<file path="src/rtl/cordic_fp_pkg.sv">
// Shared definitions for the floating-point CORDIC datapath.
package cordic_fp_pkg;

    // Default packed format: {sign, exponent[DefE], mantissa[DefM]}
    localparam int unsigned DefM = 23;
    localparam int unsigned DefE = 8;

    // Field offsets inside a packed word of the default format
    localparam int unsigned MantLsb = 0;
    localparam int unsigned ExpLsb  = DefM;
    localparam int unsigned SignPos = DefM + DefE;

    // Add/sub sequencer states
    typedef enum logic [2:0] {
        StIdle,
        StAlign,
        StAdd,
        StNorm,
        StDone
    } state_e;

endpackage

</file>
<file path="src/rtl/cordic_lzc.sv">
// Combinational leading-zero counter; an all-zero input returns W.
module cordic_lzc #(
    parameter int unsigned W    = 24,
    parameter int unsigned CntW = $clog2(W + 1)
) (
    input  logic [W-1:0]    data_i,
    output logic [CntW-1:0] count_o
);

    // Scan upward so the highest set bit writes the count last
    always_comb begin
        count_o = CntW'(W);
        for (int i = 0; i < W; i++) begin
            if (data_i[i]) begin
                count_o = CntW'(W - 1 - i);
            end
        end
    end

endmodule

</file>
<file path="src/rtl/cordic_fp_addsub.sv">
// Four-cycle floating-point add/subtract: align, add, normalise, hold result.
module cordic_fp_addsub
    import cordic_fp_pkg::*;
#(
    parameter int unsigned M = DefM,
    parameter int unsigned E = DefE
) (
    input  logic         clk,
    input  logic         rst,
    input  logic         in_valid,
    output logic         in_ready,
    input  logic [M+E:0] a,
    input  logic [M+E:0] b,
    input  logic         sub,
    output logic         out_valid,
    input  logic         out_ready,
    output logic [M+E:0] c
);

    localparam int unsigned SignAt     = M + E;
    localparam int unsigned LzW        = $clog2(M + 2);
    localparam logic [E:0]  ExpMax     = {1'b0, {E{1'b1}}};
    localparam logic [E:0]  ShiftLimit = (E + 1)'(M + 1);

    state_e       state_q, state_d;
    logic [M+E:0] a_q, a_d;
    logic [M+E:0] b_q, b_d;          // b with the subtract folded into its sign
    logic         sign_q, sign_d;
    logic         eff_sub_q, eff_sub_d;
    logic [E:0]   exp_l_q, exp_l_d;
    logic [M:0]   sig_l_q, sig_l_d;
    logic [M:0]   sig_s_q, sig_s_d;
    logic [M+1:0] sum_q, sum_d;
    logic [M+E:0] c_q, c_d;

    // Alignment signals
    logic [E-1:0] a_exp, b_exp, l_exp, s_exp;
    logic [M:0]   a_sig, b_sig, l_sig, s_sig, s_sig_sh;
    logic         a_is_l, l_sign;
    logic [E:0]   shamt;

    // Normalisation signals
    logic [LzW-1:0] lz;
    logic [E:0]     exp_inc;
    logic [E-1:0]   exp_dec;
    logic [M-1:0]   norm_man;

    cordic_lzc #(
        .W    (M + 1),
        .CntW (LzW)
    ) u_lzc (
        .data_i  (sum_q[M:0]),
        .count_o (lz)
    );

    // Order operands by magnitude and align the smaller significand
    always_comb begin
        a_exp  = a_q[M +: E];
        b_exp  = b_q[M +: E];
        a_sig  = (a_exp != '0) ? {1'b1, a_q[M-1:0]} : '0;
        b_sig  = (b_exp != '0) ? {1'b1, b_q[M-1:0]} : '0;
        // Exponent sits above mantissa, so the unsigned word compare orders magnitudes
        a_is_l = (a_q[SignAt-1:0] >= b_q[SignAt-1:0]);
        l_exp  = a_is_l ? a_exp : b_exp;
        s_exp  = a_is_l ? b_exp : a_exp;
        l_sig  = a_is_l ? a_sig : b_sig;
        s_sig  = a_is_l ? b_sig : a_sig;
        l_sign = a_is_l ? a_q[SignAt] : b_q[SignAt];
        shamt  = {1'b0, l_exp} - {1'b0, s_exp};
        s_sig_sh = (shamt > ShiftLimit) ? '0 : (s_sig >> shamt);
    end

    // Exponent adjust and left shift for the normalise step
    always_comb begin
        exp_inc  = exp_l_q + (E + 1)'(1);
        exp_dec  = E'(exp_l_q - (E + 1)'(lz));
        norm_man = M'(sum_q[M:0] << lz);
    end

    // Sequencer next state, datapath next state and handshake outputs
    always_comb begin
        state_d   = state_q;
        a_d       = a_q;
        b_d       = b_q;
        sign_d    = sign_q;
        eff_sub_d = eff_sub_q;
        exp_l_d   = exp_l_q;
        sig_l_d   = sig_l_q;
        sig_s_d   = sig_s_q;
        sum_d     = sum_q;
        c_d       = c_q;
        in_ready  = 1'b0;
        out_valid = 1'b0;

        unique case (state_q)
            StIdle: begin
                in_ready = 1'b1;
                if (in_valid) begin
                    a_d     = a;
                    b_d     = {b[SignAt] ^ sub, b[SignAt-1:0]};
                    state_d = StAlign;
                end
            end
            StAlign: begin
                sign_d    = l_sign;
                eff_sub_d = a_q[SignAt] ^ b_q[SignAt];
                exp_l_d   = {1'b0, l_exp};
                sig_l_d   = l_sig;
                sig_s_d   = s_sig_sh;
                state_d   = StAdd;
            end
            StAdd: begin
                // L is the larger magnitude, so the difference never goes negative
                sum_d   = eff_sub_q ? ({1'b0, sig_l_q} - {1'b0, sig_s_q})
                                    : ({1'b0, sig_l_q} + {1'b0, sig_s_q});
                state_d = StNorm;
            end
            StNorm: begin
                if (sum_q == '0) begin
                    c_d = '0;
                end else if (sum_q[M+1]) begin
                    if (exp_inc > ExpMax) begin
                        c_d = {sign_q, {E{1'b1}}, {M{1'b1}}};
                    end else begin
                        c_d = {sign_q, exp_inc[E-1:0], sum_q[M:1]};
                    end
                end else if (exp_l_q <= (E + 1)'(lz)) begin
                    c_d = '0;
                end else begin
                    c_d = {sign_q, exp_dec, norm_man};
                end
                state_d = StDone;
            end
            StDone: begin
                out_valid = 1'b1;
                if (out_ready) begin
                    state_d = StIdle;
                end
            end
            default: state_d = StIdle;
        endcase
    end

    assign c = c_q;

    // State and datapath registers with synchronous reset
    always_ff @(posedge clk) begin
        if (rst) begin
            state_q   <= StIdle;
            a_q       <= '0;
            b_q       <= '0;
            sign_q    <= 1'b0;
            eff_sub_q <= 1'b0;
            exp_l_q   <= '0;
            sig_l_q   <= '0;
            sig_s_q   <= '0;
            sum_q     <= '0;
            c_q       <= '0;
        end else begin
            state_q   <= state_d;
            a_q       <= a_d;
            b_q       <= b_d;
            sign_q    <= sign_d;
            eff_sub_q <= eff_sub_d;
            exp_l_q   <= exp_l_d;
            sig_l_q   <= sig_l_d;
            sig_s_q   <= sig_s_d;
            sum_q     <= sum_d;
            c_q       <= c_d;
        end
    end

endmodule

</file>
<file path="config.mk">
export PLATFORM = sky130hd
export DESIGN_NAME = cordic_fp_addsub
export DESIGN_NICKNAME = d
export VERILOG_FILES = /design/src/rtl/cordic_fp_pkg.sv /design/src/rtl/cordic_lzc.sv /design/src/rtl/cordic_fp_addsub.sv
export SDC_FILE = /design/constraint.sdc
export NUM_CORES = 1
export LEC_CHECK = 0
export CAP_MARGIN = 20
export CORE_MARGIN = 5
export CORE_UTILIZATION = 37
export DETAILED_ROUTE_END_ITERATION = 8
export HOLD_SLACK_MARGIN = 0.12
export SLEW_MARGIN = 20
export SYNTH_ARGS = -nofsm -noshare
export SYNTH_HDL_FRONTEND = slang
export SYNTH_SLANG_ARGS = --single-unit
</file>
<file path="constraint.sdc">
create_clock -name clk -period 7.3 [get_ports clk]
set_clock_uncertainty 0.05 [all_clocks]
set_input_delay 1.46 -clock clk [delete_from_list [all_inputs] [get_ports clk]]
set_output_delay 1.46 -clock clk [all_outputs]
set_load 0.01 [all_outputs]
</file>
# Word-level counts from Yosys, hierarchy flattened
# Cells that the tools add are included.
[word_totals]
register_bits = 182
latchBits = 0
ram_bits = 0
romBits = 0
input_bits = 69
output_inout_bits = 34
elab_cells = 77
memories = 0
[classes]
add_sub_neg = 5
multipliers = 0
div_mod_pow = 0
order_cmp = 4
n_eq_ne = 6
shifts = 2
n_mux = 42
n_bitwise = 2
reduce_logical = 6
[ops]
columns = ["op", "n"]
rows = [
  ["$mux W24", 5],
  ["$mux W32", 3],
  ["$mux W5", 16],
  ["$mux W4", 8],
  ["$ge A31 B31 Y1", 1],
  ["$mux W31", 1],
  ["$add A24 B24 Y25", 1],
  ["$logic_not A25 Y1", 1],
  ["$mux W25", 1],
  ["$sub A24 B24 Y25", 1],
  ["$shl A24 B5 Y23", 1],
  ["$shr A24 B9 Y24", 1],
  ["$mux W8", 2],
  ["$reduce_bool A8 Y1", 2],
  ["$pmux W3 S5", 1],
  ["$add A8 B1 Y9 const B", 1],
  ["$gt A9 B5 Y1 const B", 1],
  ["$gt A9 B8 Y1 const B", 1],
  ["$sub A8 B8 Y9", 1],
  ["$le A8 B5 Y1", 1],
  ["$sub A8 B5 Y8", 1],
  ["$eq A3 B2 Y1 const B", 2],
  ["$mux W3", 2],
  ["$ne A2 B2 Y1 const B", 2],
  ["6 further kinds", 10],
]

# Logic depth before layout (Yosys ltp)
# Gate-level depths: netlist of the first run.
[depth]
depth_word = 28
depth_mapped = 23
ltp_nobuf = 20

# Cells and area by module
# From an unflattened synthesis of the first run, not the netlist that was laid out.
[hier_totals]
hier_cells = 1725
area_unflattened_um2 = 13005.0
[modules_own_cells]
columns = ["mod", "instances", "cells_per_inst", "area_each_um2", "seq_area_each_um2"]
rows = [
  ["cordic_fp_addsub", 1, 1677, 12739.7, 3643.5],
  ["cordic_lzc", 1, 48, 265.3, 0.0],
]

# Least setup slack after synthesis of the first run
# No wires, ideal clock.
[synth_timing]
path_type = "register -> register"
startpoint = "register sum_q[2]"
endpoint = "register c_q[17], in the netlist c[17]"
setup_time_ns = 0.074
t_arrival_ns = 4.173
t_required_ns = 7.176
path_slack_ns = 3.003
path_stages_with_launch = 20
path_buffers = 2
period_less_slack_ns = 4.297
cell_sequence = "dfxtp_1 -> clkbuf_1 -> o31ai_1 -> a211oi_1 -> o31ai_1 -> a211oi_1 -> o31ai_1 -> nand2_1 -> buf_2 -> clkinv_1 -> fa_1 -> nor2b_1 -> o21ai_0 -> nand2b_1 -> a211oi_1 -> o21ai_0 -> nand2_1 -> a2111o_1 -> or4_1 -> o21ai_0"
[synth_via]
elab_chain_cells = 26
elab_cells_between_ends = 28
classes_between = "order compare (1); shift (1); mux (25); reduce/logical (1)"
[synth_lines]
columns = ["item", "line_no", "rtl"]
rows = [
  ["from (decl)", "cordic_fp_addsub.sv:33", "logic [M+1:0] sum_q, sum_d;"],
  ["from (signal assigned)", "cordic_fp_addsub.sv:168", "sum_q <= sum_d;"],
  ["$mux W4 (6 in a row)", "cordic_lzc.sv:14", "if (data_i[i]) begin"],
  ["$mux W5 (16 in a row)", "cordic_lzc.sv:14", ""],
  ["$le A8 B5 Y1 / $shl A24 B5 Y23 (equally long branches)", "cordic_fp_addsub.sv:127, cordic_fp_addsub.sv:77", ""],
  ["$mux W32", "cordic_fp_addsub.sv:127", "end else if (exp_l_q <= (E + 1)'(lz)) begin"],
  ["$mux W32", "cordic_fp_addsub.sv:121", "end else if (sum_q[M+1]) begin"],
  ["$mux W32 *", "cordic_fp_addsub.sv:119", "if (sum_q == '0) begin"],
  ["to (signal assigned)", "cordic_fp_addsub.sv:158", "c_q <= '0;"],
  ["to (signal assigned)", "cordic_fp_addsub.sv:169", "c_q <= c_d;"],
  ["to (decl)", "cordic_fp_addsub.sv:34", "logic [M+E:0] c_q, c_d;"],
]
# Mark *: on every way between the ends. The rest lies on a longest branch, timed or not.
# A chain may end at the register's enable or synchronous reset.

# Worst setup path in the final report of the first run
[layout_timing]
startpoint = "register b_q[23]"
endpoint = "register sig_s_q[3]"
[layout_via]
elab_chain_cells = 5
elab_cells_between_ends = 10
classes_between = "add/sub (1); order compare (2); shift (1); mux (5); reduce/logical (1)"
[layout_lines]
columns = ["item", "line_no", "rtl"]
rows = [
  ["from (decl)", "cordic_fp_addsub.sv:27", "logic [M+E:0] b_q, b_d;"],
  ["from (signal assigned)", "cordic_fp_addsub.sv:151", "b_q <= '0;"],
  ["from (signal assigned)", "cordic_fp_addsub.sv:162", "b_q <= b_d;"],
  ["$ge A31 B31 Y1 / $reduce_bool A8 Y1 (equally long branches)", "cordic_fp_addsub.sv:63, cordic_fp_addsub.sv:61", ""],
  ["$mux W8 (tied with other cells)", "cordic_fp_addsub.sv:64", "l_exp = a_is_l ? a_exp : b_exp;"],
  ["$sub A8 B8 Y9 / $mux W24 (equally long branches)", "cordic_fp_addsub.sv:69, cordic_fp_addsub.sv:67", ""],
  ["$gt A9 B5 Y1 / $shr A24 B9 Y24 (equally long branches)", "cordic_fp_addsub.sv:70", "s_sig_sh = (shamt > ShiftLimit) ? '0 : (s_sig >> shamt);"],
  ["$mux W24 *", "cordic_fp_addsub.sv:70", ""],
  ["to (signal assigned)", "cordic_fp_addsub.sv:167", "sig_s_q <= sig_s_d;"],
  ["to (decl)", "cordic_fp_addsub.sv:32", "logic [M:0] sig_s_q, sig_s_d;"],
]
# Marked as above.

==> reports/metrics.cfg, run 1 <==
[critical_path]
timing.critical_path.required_ps=7640
critical_path_peak_fanout=35
timing.reg2reg.worst_path_depth=17
reg2reg_capture_point=sig_s_q[3]
crit-reg2reg-launch=b_q[23]
worstSetupStartpointType=register
arrival_ps=5530
timing.setup.critical_path_class=register to register
critical_path.endpoint_type=register
setup.reg_to_reg.worst_slack_ps=2100

[timing]
setup_tns_ps=0
timing.max_slew.rel_slack=0.334
min_period_ps=5200
maxSlewViolCount=0
setup_viol=0
grt_setup_unrepaired=false
post-route-period-util=0.712
final_hold_viol_count=0
fmaxAchievable_mhz=192
worst_pin_slew_ps=998

[yosys]
synth_compound_gate_area_share=0.244
yosys_most_used_dff=sky130_fd_sc_hd__dfxtp_1
sequential_cell_area_fraction_in_the_yosys_report=0.279
synth_enable_flop_cells=0
synth_area_per_cell_um2=7.60
post_synthesis_async_set_or_reset_flop_share=0
post_synth_inst_count=1715
synth-simple-area-share=0.212
yosys-mux-area-fraction=0.105
yosys_warnings=0
synth.lib_cells_used.distinct=85
largest_family_of_logic_cells_by_synthesized_area=compound AO/OA/AOI/OAI gates
synth.net_count=1850
post_synth_fa_ha_maj_area_fraction=0.0645
synth_seq_cells=182
synthXorXnorAreaFrac=0.0382
syn_area_um2=13000

[final_layout]
layout.filler_cells=3586
diodes=0
net_count_reported_at_finish=1880
drive_above_1_share=0.0739
final_common_cell=sky130_fd_sc_hd__nand2_1
synthToLayoutAreaGrowth_pct=14.7
commonest_cells_after_routing_fill_and_taps_aside=sky130_fd_sc_hd__nand2_1 (294), sky130_fd_sc_hd__a21oi_1 (186), sky130_fd_sc_hd__dfxtp_1 (182), sky130_fd_sc_hd__nor2_1 (154), sky130_fd_sc_hd__clkdlybuf4s50_1 (101)

[detailed_routing]
average_wire_length_per_cell_after_detail_routing_um=18.1
drtIter0Drc=876
dr.pass1.iters=7
detail_route.vias_per_cell=5.67
antenna_violation_net_count_after_detailed_routing=0
drt_wirelength_mm=40.0
drt_drc_violations_left=0
dr_total_vias=12500

[floorplanning]
die_area_um2=39100
row_count=68
io_pins=103
chipHeight_um=198
die_x_um=198
floorplan.initialDensity=0.377
core-area_um2=34600

[cts]
clock_path_buffers=2
cts_hold_buf=0
clk_pin_slew_worst_setup_hold_paths_ps=80
insertion_delay_to_the_later_sink_of_the_worst_skew_pair_ps=460
cts_tree=yes
post_cts.resized_instances=0
clock_tree.root_cell=sky130_fd_sc_hd__clkbuf_16
number_of_buffers_created_by_cts=17
cts.sink_count=182
post-cts-setup-buffers=0
ctsHtreeMaxLevel=4

[grt]
global_route.usage.total=0.202
grt_first_pass_wirelength_mm=64.8
grt_max_degree=66
grt_antenna_before_repair=0
grt_overflow=0
via_count_of_the_first_global_routing_pass=12000

[worst_hold_path]
hold_path.class=register to register
hold-path-cell-count=2
min-delay-start=c[26]
min_to=c[26]

[place]
place.detailed.hpwl_mm=30.6
routabilityCongestion=0.926
io_buffer_count=102

[power_and_ir_drop]
power_mw=5.10
leakage_power_of_the_design_nw=5.54
irDropWorstVdd_mv=0.202
power-per-cell-area_nw_per_um2=341

[job]
cap_violations=0

[status]
outcome=complete, no violations

-- routing by layer --
| metal | global-route usage | share of wire | vias to the layer above |
|---|---|---|---|
| met5 | 0 | 0 | - |
| met4 | 0.0648 | 0.023 | 0 |
| met3 | 0.0298 | 0.040 | 56 |
| met2 | 0.339 | 0.48 | 330 |
| met1 | 0.268 | 0.46 | 5913 |
| li1 | - | - | 6248 |
-- worst max-delay path, stage by stage, from the launching register on --
cell and delay, ps:
sky130_fd_sc_hd__dfxtp_1 380, sky130_fd_sc_hd__inv_1 110, sky130_fd_sc_hd__ha_1 290, sky130_fd_sc_hd__buf_4 390
sky130_fd_sc_hd__nand2_1 130, sky130_fd_sc_hd__nor3_2 210, sky130_fd_sc_hd__nand2_1 170, sky130_fd_sc_hd__or3_1 350
sky130_fd_sc_hd__o32ai_2 180, sky130_fd_sc_hd__nor2_1 80, sky130_fd_sc_hd__ha_1 580, sky130_fd_sc_hd__clkinv_1 770
sky130_fd_sc_hd__mux2i_1 300, sky130_fd_sc_hd__mux2_2 330, sky130_fd_sc_hd__a2111oi_0 400, sky130_fd_sc_hd__o21bai_1 170
sky130_fd_sc_hd__a21oi_1 80, sky130_fd_sc_hd__o21ai_0 160
-- sequential cells by signal, summed over array words and instances (netlist names) --
register	flops
sig_s_q	24
sig_l_q	24
state_q	3
sum_q	25
eff_sub_q	1
exp_l_q	8
c	32
sign_q	1
a_q	32
b_q	32
-- synth_stat cells (all sizes together), types with 37 or more instances --
cell / number / share of area
clkbuf: 95 / 0.027
nor2: 155 / 0.045
dfxtp: 182 / 0.28
a21oi: 188 / 0.073
mux2i: 66 / 0.051
inv: 65 / 0.019
o21ai: 87 / 0.034
a211oi: 37 / 0.023
nor3: 54 / 0.021
xnor2: 47 / 0.032
ha: 64 / 0.061
nand2: 295 / 0.085
-- metrics by stage --
| stage | hold WS, ps | area [um^2] | utilization | worst slack, ps | instances |
|---|---|---|---|---|---|
| final | 405 | 15000 | 0.432 | 2100 | 2213 |
| after global routing | 429 | 15000 | 0.432 | 1480 | 2213 |
| after CTS | 407 | 15000 | 0.432 | 2120 | 2213 |
| after detailed placement | 396 | 14400 | 0.415 | 2160 | 2181 |
| after global placement | 390 | 14400 | 0.415 | 2210 | 2181 |
| after floorplan | 396 | 13000 | - | 3000 | 1715 |
-- power by group --
| part | total (mW) | leakage [nW] | internal [mW] | switching, mW |
|---|---|---|---|---|
| clock | 0.932 | 0.285 | 0.472 | 0.460 |
| combinational | 2.96 | 3.77 | 1.15 | 1.80 |
| sequential | 1.21 | 1.48 | 1.08 | 0.134 |
-- cell families (layout without fill, tap and decap cells) --
group,Yosys count,in the layout
simple gates,630,630
fa+ha+maj,66,66
xor+xnor,56,56
flops,182,182
compound gates,491,491
mux,105,105
buf+inv,185,228
-- final cells by class --
class / instances / area (um^2) / area share
tap: 455 / 569 / 0.0381
timing repair buffer: 128 / 1210 / 0.0812
clock inverter: 13 / 133 / 0.00887
sequential: 182 / 3640 / 0.244
clock buffer: 19 / 453 / 0.0303
multi-input combinational: 1348 / 8680 / 0.581
inverter: 68 / 255 / 0.0171
-- how the worst max path moves through the flow --
| stage | to | slack [ps] | cells past startpoint | startpoint |
|---|---|---|---|---|
| after floorplan | c[17] | 3000 | 19 | sum_q[2] |
| after global placement | sig_s_q[3] | 2210 | 17 | b_q[23] |
| after detailed placement | sig_s_q[3] | 2160 | 17 | b_q[23] |
| after CTS | sig_s_q[3] | 2120 | 17 | b_q[23] |
| after global routing | sig_s_q[3] | 1480 | 17 | b_q[23] |
| final | sig_s_q[3] | 2100 | 17 | b_q[23] |
Note: power is estimated with default switching activity, not from simulation.
==> run 2, diff against run 1 <==
==> constraint.sdc (replaced) <==
create_clock -name clk -period 5.4 [get_ports clk]
set_clock_uncertainty 0.05 [all_clocks]
set_input_delay 1.08 -clock clk [delete_from_list [all_inputs] [get_ports clk]]
set_output_delay 1.08 -clock clk [all_outputs]
set_load 0.01 [all_outputs]
==> reports/metrics.cfg, run 2 (synthesized netlist as in run 1, its figures left out) <==
[status]
outcome=complete, no violations

[cts]
cts_hold_buf=0  ; unchanged
post_cts.resized_instances=0  ; unchanged
cts.sink_count=182  ; unchanged
clock_path_buffers=2  ; unchanged
clock_tree.root_cell=sky130_fd_sc_hd__clkbuf_16
insertion_delay_to_the_later_sink_of_the_worst_skew_pair_ps=440  ; -20 ps
cts_tree=yes
post-cts-setup-buffers=0  ; unchanged
number_of_buffers_created_by_cts=17  ; unchanged
ctsHtreeMaxLevel=4  ; unchanged
clk_pin_slew_worst_setup_hold_paths_ps=70  ; about the same

[critical_path]
crit_path_largest_cell_delay_ps=500  ; -270 ps
critical_path_peak_fanout=12  ; -66%
critical_path.endpoint_type=register
arrival_ps=5040  ; -490 ps
timing.reg2reg.worst_path_depth=19  ; +2
cpMaxStageDelayCell=sky130_fd_sc_hd__ha_1
crit_family=compound AO/OA/AOI/OAI gates
timing.critical_path.required_ps=5710  ; -1930 ps
cp_num_cells=19  ; +2
crit_buf_inv=1  ; -2
cp_common_cell=sky130_fd_sc_hd__nand2_1
timing.setup.critical_path_class=register to register
crit_path_cell_trace=inv_1 > ha_1 > nand4_1 > nor3_2 > nand2_1 > or3_1 > o32ai_2 > nor2_1 > ha_1 > nand2_1 > nand2_1 > a211oi_1 > a211oi_1 > o41ai_2 > a31o_1 > o2111ai_1 > a21oi_2 > o31ai_1 > o31ai_1
worstSetupStartpointType=register

[place]
routabilityCongestion=0.965  ; +4.2%
io_buffer_count=102  ; unchanged
place.detailed.hpwl_mm=31.1  ; +1.8%

[power_and_ir_drop]
clockPowerShare=0.182  ; about the same
comb_power_share=0.584  ; +0.004
sw_frac_of_total=0.462  ; -0.00836
power_report.internal_total_mw=3.74  ; +39%
power.share.sequential=0.234  ; -0.003
power-per-cell-area_nw_per_um2=465  ; +36%
p_sw_mw=3.22  ; +34%
irDropWorstVdd_mv=0.257  ; +27%
leakage_power_of_the_design_nw=5.55  ; +0.22%

[timing]
setup_viol=0  ; unchanged
post-route-period-util=0.876  ; +0.164
worst_pin_slew_ps=1110  ; +111 ps
setup_tns_ps=0  ; unchanged
fmaxAchievable_mhz=211  ; +9.9%
grt_setup_unrepaired=false
fin_hold_ws_ps=403  ; -2.67 ps
maxSlewViolCount=0  ; unchanged
min_period_ps=4730  ; -469 ps
timing.max_slew.rel_slack=0.255  ; -0.0789
final_hold_viol_count=0  ; unchanged

[grt]
via_count_of_the_first_global_routing_pass=11900  ; -1.3%
global_route.usage.total=0.206  ; +0.00387
grt_first_pass_wirelength_mm=65.6  ; +1.3%
grt_max_degree=73  ; +11%
grt_overflow=0  ; unchanged
grt_antenna_before_repair=0  ; unchanged

[detailed_routing]
detail_route.vias_per_cell=5.65  ; -0.27%
average_wire_length_per_cell_after_detail_routing_um=18.4  ; +1.7%
dr.pass1.iters=5  ; -2
met3_wl_mm=1.83  ; +14%
drt_drc_violations_left=0  ; unchanged
drt_wirelength_mm=40.8  ; +2.0%
antenna_violation_net_count_after_detailed_routing=0  ; unchanged
detail_route.wirelength.met1_mm=18.6  ; +0.84%
highest_layer=met4
drtIter0Drc=929  ; +6.1%
dr_total_vias=12500  ; unchanged
met2_wirelength_mm=19.3  ; +1.4%

[floorplanning]
chipHeight_um=198  ; unchanged
core-area_um2=34600  ; unchanged
row_count=68  ; unchanged
die_x_um=198  ; unchanged
floorplan.initialDensity=0.377  ; unchanged
io_pins=103  ; unchanged
die_area_um2=39100  ; unchanged

[worst_hold_path]
hold_path.class=register to register
hold-path-cell-count=2  ; unchanged

[job]
cap_violations=0  ; unchanged

[final_layout]
diodes=0  ; unchanged
synthToLayoutAreaGrowth_pct=14.9
multi_input_area_um2=8680  ; about the same
ff_latch_area_um2=3640  ; unchanged
final_common_cell=sky130_fd_sc_hd__nand2_1
drive_above_1_share=0.0754  ; +0.00145
final_core_util=0.433  ; +0.000939
layout.filler_cells=3530  ; -1.6%
net_count_reported_at_finish=1887  ; +0.37%
commonest_cells_after_routing_fill_and_taps_aside=sky130_fd_sc_hd__nand2_1 (294), sky130_fd_sc_hd__a21oi_1 (186), sky130_fd_sc_hd__dfxtp_1 (182), sky130_fd_sc_hd__nor2_1 (155), sky130_fd_sc_hd__clkdlybuf4s50_1 (101)

-- run 2: tightest hold or removal path, delay by kind of cell (launching register included) --
kind | cells | cell delay [ps]
AND/OR/NAND/NOR | 1 | 50
AO/OA/AOI/OAI | 1 | 50
flip-flops | 1 | 310
-- run 2: area by class of cell --
type                    instances  area share
repair buffers                135      0.0845
clock inverters                11     0.00843
multi-input cells            1348       0.579
clock buffers                  20      0.0298
flip-flops and latches        182       0.243
inverters                      68      0.0170
well taps                     455      0.0380
-- run 2: metal layers --
layer,vias up,GRT usage
met2,353,0.337
met3,69,0.0310
met1,5880,0.280
li1,6245,-
met4,0,0.0635
met5,-,0
-- run 2: path summary, 6_finish.rpt --
kind	from	endpoint	slack (ps)
hold reg to reg	c[27]	c[27]	400
setup / recovery	b_q[29]	sig_s_q[0]	670
setup reg to reg	b_q[29]	sig_s_q[0]	670
hold / removal	c[27]	c[27]	400
-- run 2: stage by stage --
step	total power [mW]	instance area, um^2	setup WS, ps	cells
after detailed placement	5.67	14400	774	2188
final	6.96	15000	672	2219
after global placement	5.68	14400	857	2188
after floorplan	4.62	13000	1100	1715
after global routing	7.44	15000	314	2219
after CTS	6.95	15000	748	2219
-- run 2: power groups by stage --
stage / registers [mW] / clock network, mW / logic (mW)
6_report: 1.63 / 1.26 / 4.06
5_1_grt: 1.65 / 1.34 / 4.45
4_1_cts: 1.63 / 1.29 / 4.03
3_5_place_dp: 1.66 / 0 / 4.01
3_3_place_gp: 1.66 / 0 / 4.03
2_1_floorplan: 1.56 / 0 / 3.06
==> run 3, diff against run 2 <==
--- a/config.mk
+++ b/config.mk
@@ -10,7 +10,6 @@
 export CORE_UTILIZATION = 37
 export DETAILED_ROUTE_END_ITERATION = 8
 export HOLD_SLACK_MARGIN = 0.12
-export SLEW_MARGIN = 20
 export SYNTH_ARGS = -nofsm -noshare
 export SYNTH_HDL_FRONTEND = slang
 export SYNTH_SLANG_ARGS = --single-unit
==> results of run 3 <==
The final DEF is identical to that of run 2; final timing and power are the same.
